$ cat src/rtl/pc_stack.sv
// Fetch-stage program counter with an integrated return-address stack.
// Each enabled cycle takes one of: return, call, jump or increment, in that priority.
module pc_stack #(
    parameter int               WIDTH    = 4,
    parameter int               DEPTH    = 4,
    parameter logic [WIDTH-1:0] RESET_PC = '0
) (
    input  logic                       clk,
    input  logic                       rst_n,
    input  logic                       en,
    input  logic                       ld,
    input  logic                       call,
    input  logic                       ret,
    input  logic [WIDTH-1:0]           A,
    output logic [WIDTH-1:0]           O,
    output logic [$clog2(DEPTH+1)-1:0] sp,
    output logic                       empty,
    output logic                       full,
    output logic                       err
);

    localparam int               SPW    = $clog2(DEPTH + 1);
    localparam int               IDXW   = (DEPTH > 1) ? $clog2(DEPTH) : 1;
    localparam logic [WIDTH-1:0] PC_ONE = WIDTH'(1);
    localparam logic [SPW-1:0]   SP_ONE = SPW'(1);
    localparam logic [SPW-1:0]   SP_MAX = SPW'(DEPTH);

    logic [WIDTH-1:0] stack_mem [DEPTH];

    logic [WIDTH-1:0] o_inc;
    logic [WIDTH-1:0] o_nxt;
    logic [SPW-1:0]   sp_nxt;
    logic             err_nxt;
    logic             push;
    logic [IDXW-1:0]  wr_idx;
    logic [IDXW-1:0]  rd_idx;

    assign empty  = (sp == '0);
    assign full   = (sp == SP_MAX);
    assign o_inc  = O + PC_ONE;
    assign wr_idx = IDXW'(sp);
    assign rd_idx = IDXW'(sp - SP_ONE);

    // A rejected ret/call falls back to a plain increment and only raises err.
    always_comb begin
        o_nxt   = o_inc;
        sp_nxt  = sp;
        err_nxt = err;
        push    = 1'b0;
        if (ret) begin
            if (!empty) begin
                o_nxt  = stack_mem[rd_idx];
                sp_nxt = sp - SP_ONE;
            end else begin
                err_nxt = 1'b1;
            end
        end else if (call) begin
            if (!full) begin
                push   = 1'b1;
                o_nxt  = A;
                sp_nxt = sp + SP_ONE;
            end else begin
                err_nxt = 1'b1;
            end
        end else if (ld) begin
            o_nxt = A;
        end
    end

    always_ff @(posedge clk) begin
        if (!rst_n) begin
            O   <= RESET_PC;
            sp  <= '0;
            err <= 1'b0;
        end else if (en) begin
            O   <= o_nxt;
            sp  <= sp_nxt;
            err <= err_nxt;
        end
    end

    // Stack contents need no reset: entries at sp and above are never read.
    always_ff @(posedge clk) begin
        if (rst_n && en && push) begin
            stack_mem[wr_idx] <= o_inc;
        end
    end

endmodule

$ cat config.mk
export PLATFORM = sky130hd
export DESIGN_NAME = pc_stack
export DESIGN_NICKNAME = d
export VERILOG_FILES = /design/src/rtl/pc_stack.sv
export SDC_FILE = /design/constraint.sdc
export NUM_CORES = 1
export LEC_CHECK = 0
export BUFFER_PORTS_ARGS = -buffer_cell sky130_fd_sc_hd__buf_2
export CAP_MARGIN = 10
export CORE_AREA = 5 5 52 54
export DETAILED_ROUTE_END_ITERATION = 7
export DIE_AREA = 0 0 57 59
export PLACE_DENSITY_LB_ADDON = 0.1
export SLEW_MARGIN = 5
export SYNTH_ARGS = -nofsm -noshare
export SYNTH_HDL_FRONTEND = slang
export SYNTH_SLANG_ARGS = --single-unit
$ cat constraint.sdc
create_clock -name clk -period 4.2 [get_ports clk]
set_input_delay 0.21 -clock clk [delete_from_list [all_inputs] [get_ports clk]]
set_output_delay 0.21 -clock clk [all_outputs]
set_load 0.03 [all_outputs]
==> flow_metrics.tcl <==
set metrics [dict create \
    chipHeight_um 59 \
    grt_use_met3 0.0327 \
    intPower_mw 0.428 \
    slew_viol_final 0 \
    reg2regPathDepth 5 \
    io_buffers 19 \
    synth_top_area_frac 0.386 \
    antenna_found_initial 0 \
    max_freq_mhz 395 \
    grt_pass1_wl_mm 4.07 \
    grt_util_met1 0.195 \
    rsz0062_at_grt "no" \
    worst-path-max-fanout 9 \
    regToRegStartpoint "sp[0]" \
    drv_cap 0 \
    tightest_slew_ps 758 \
    mappedNetlistNets 115 \
    post_cts_buffers 0 \
    grt_max_degree 15 \
    cts_root_buf "clkbuf_4" \
    static-leakage-power_nw 0.573 \
    syn_avg_cell_area_um2 12.6 \
    num_vias 820 \
    slowest_delay_ps 670 \
    remaining_drc_errors 0 \
    drive_gt1_frac 0.250 \
    synth_seq_cells 24 \
    die_width_um 57 \
    pwr-share-clk 0.275 \
    finalHoldViolCount 0 \
    worst-path-stages 5 \
    r2r_setup_slack_ps 1670 \
    drt_iter0_drc 30 \
    max_slew_margin 0.488 \
    switching_share 0.299 \
    ir_worst_vdd_uv 255 \
    ios 20 \
    start_kind "flip-flop" \
    gr-max-usage-layer "met2" \
    status "complete, no violations" \
    clock_path_buffers 2 \
    synth_cells 99 \
    crit_chain "inv_1 > ha_1 > and2_1 > nor4b_1 > and2_1" \
    hp-class "in -> reg" \
    timing.critical_path.mode_cell "and2_1" \
    arrival_ps 2570 \
    p_switching_mw 0.183 \
    numCtsBuffers 3 \
    end_kind "flip-flop" \
    p_seq_frac 0.463 \
    tns_ps 0 \
    rows 17 \
    clk_latency_ps 320 \
    fin_crit_sh 0.603 \
    path_buf_inv 1 \
    htreeDepth 1 \
    fin_cells 148 \
    grt_pass1_vias 827 \
    crit_path_end "stack_mem[2][0]" \
    synthFlopType "edfxtp_1" \
    r2r_end "stack_mem[2][0]" \
    final_nets 137 \
    postSynth.asyncResetShare 0 \
    synth.largest_area_cell "edfxtp_1" \
    synthTopCellsByCount "edfxtp_1 (16), nor2_1 (10), dfxtp_1 (8), inv_1 (8), ha_1 (6)" \
    viasPerCell 5.54 \
    setup_violations 0 \
    dpl.cell_count 144 \
    required_ps 4230 \
    synth_area_um2 1250 \
    ys_warn_count 0 \
    min_period_ps 2530 \
    cp_top_family "simple AND/OR/NAND/NOR gates" \
    power_frac_comb 0.262 \
    synth_area_leaders "edfxtp_1 (39%), dfxtp_1 (13%), ha_1 (6.0%)" \
    start_util 0.574 \
    whs_ps 132 \
    cts_hold_buf 0 \
    synth_edf_count 16 \
    power_density_nw_per_um2 432 \
    cts.repair.resized 0 \
    coreArea_um2 2170 \
    grt-ovfl-total 0 \
    drtAntennaViolNets 0 \
    drt_wl_total_mm 2.47 \
    wl_per_cell_um 16.7 \
    grt_usage 0.163 \
    nFillCells 174 \
    dp_hpwl_mm 1.91 \
    dr.pass1.iters 4 \
    tritoncts "yes" \
    num_antenna_cells 0 \
    gp_congestion 0.842 \
    fin_skew_ps 5.85 \
    area_growth_pct 13.4 \
    ys_types 34 \
    clk_pin_slew_ps 130 \
    path_class "reg -> reg" \
    crit_path_top_delay_cell "nor4b_1" \
    cts_sinks 24 \
    seq_area_frac_synth 0.514 \
    dieArea_um2 3360 \
    grt_util_met2 0.287 \
    worstSetupStartpoint "sp[0]" \
    yosysMostFrequentCell "edfxtp_1" \
]
==> routing by layer <==
| metal | vias to the layer above | wire length [um] | part of all wire |
|---|---|---|---|
| li1 | 408 | - | - |
| met1 | 391 | 1070 | 0.43 |
| met2 | 17 | 1240 | 0.50 |
| met3 | 4 | 108 | 0.044 |
| met4 | 0 | 49 | 0.020 |
| met5 | - | 0 | 0 |
==> power groups by stage <==
stage	logic, mW	clock network (mW)	registers, mW
final	0.160	0.168	0.283
after global routing	0.174	0.184	0.285
after CTS	0.162	0.170	0.282
after detailed placement	0.160	0	0.288
after global placement	0.159	0	0.287
after floorplan	0.107	0	0.301
==> worst min-delay path, cell delays in order <==
cell,delay (ps)
buf_2,80
a221oi_1,70
nor2_1,70
==> placed cells by master (no fill, tap or decap) <==
| cell | instances |
|---|---|
| nor4b_1 | 1 |
| ha_1 | 6 |
| xor2_1 | 2 |
| mux4_2 | 2 |
| buf_2 | 19 |
| and2_4 | 1 |
| o21ai_0 | 4 |
| and3_1 | 2 |
| a31o_2 | 1 |
| dfxtp_1 | 8 |
| o21bai_1 | 1 |
| inv_1 | 8 |
| a31oi_1 | 1 |
| a2111oi_4 | 1 |
| a221oi_2 | 1 |
| or3_1 | 1 |
| a211oi_1 | 2 |
| bufinv_16 | 1 |
| clkbuf_4 | 3 |
| edfxtp_1 | 16 |
| nand3_1 | 2 |
| mux2i_1 | 4 |
| nand2_1 | 3 |
| a221oi_1 | 1 |
| a21oi_1 | 2 |
| a2bb2oi_1 | 1 |
| nand3b_1 | 1 |
| o211ai_1 | 1 |
| nand2b_1 | 1 |
| a211oi_2 | 1 |
| o22ai_1 | 1 |
| xnor2_1 | 4 |
| and2_1 | 5 |
| nor2_1 | 10 |
| mux4_1 | 2 |
==> stage by stage <==
stage | total power, mW | area, um2 | utilization | setup slack [ps]
5_1_grt | 0.643 | 1410 | 0.651 | 1540
3_5_place_dp | 0.448 | 1360 | 0.627 | 1740
4_1_cts | 0.614 | 1410 | 0.651 | 1670
6_report | 0.611 | 1410 | 0.651 | 1670
2_1_floorplan | 0.408 | 1250 | - | 1910
3_3_place_gp | 0.445 | 1360 | 0.627 | 1810
==> flip-flops by register name, summed over array words and instances, names as in the netlist <==
register / count
O: 4
err: 1
sp: 3
stack_mem: 16
==> layout make-up <==
type / count / area (um2) / share of cell area
sequential: 24 / 641 / 0.453
multi-input combinational: 65 / 559 / 0.396
timing repair buffer: 19 / 95.1 / 0.0673
tap: 28 / 35.0 / 0.0248
clock inverter: 1 / 30.0 / 0.0213
inverter: 8 / 30.0 / 0.0213
clock buffer: 3 / 22.5 / 0.0159
==> cell families after synthesis <==
| family | synth area share |
|---|---|
| compound gates | 0.124 |
| xor+xnor | 0.0422 |
| simple gates | 0.112 |
| fa+ha+maj | 0.0602 |
| mux | 0.110 |
| buf+inv | 0.0371 |
| flops | 0.514 |
==> how the worst min path moves through the flow <==
stage / from / endpoint / slack, ps / cells after the start
after floorplan: rst_n / O[3] / 350 / 2
final: A[3] / O[3] / 130 / 3
after global routing: A[3] / O[3] / 140 / 3
after detailed placement: err / err / 460 / 2
after global placement: A[3] / O[3] / 460 / 3
after CTS: A[3] / O[3] / 130 / 3
Note: power is estimated with default switching activity, not from simulation.
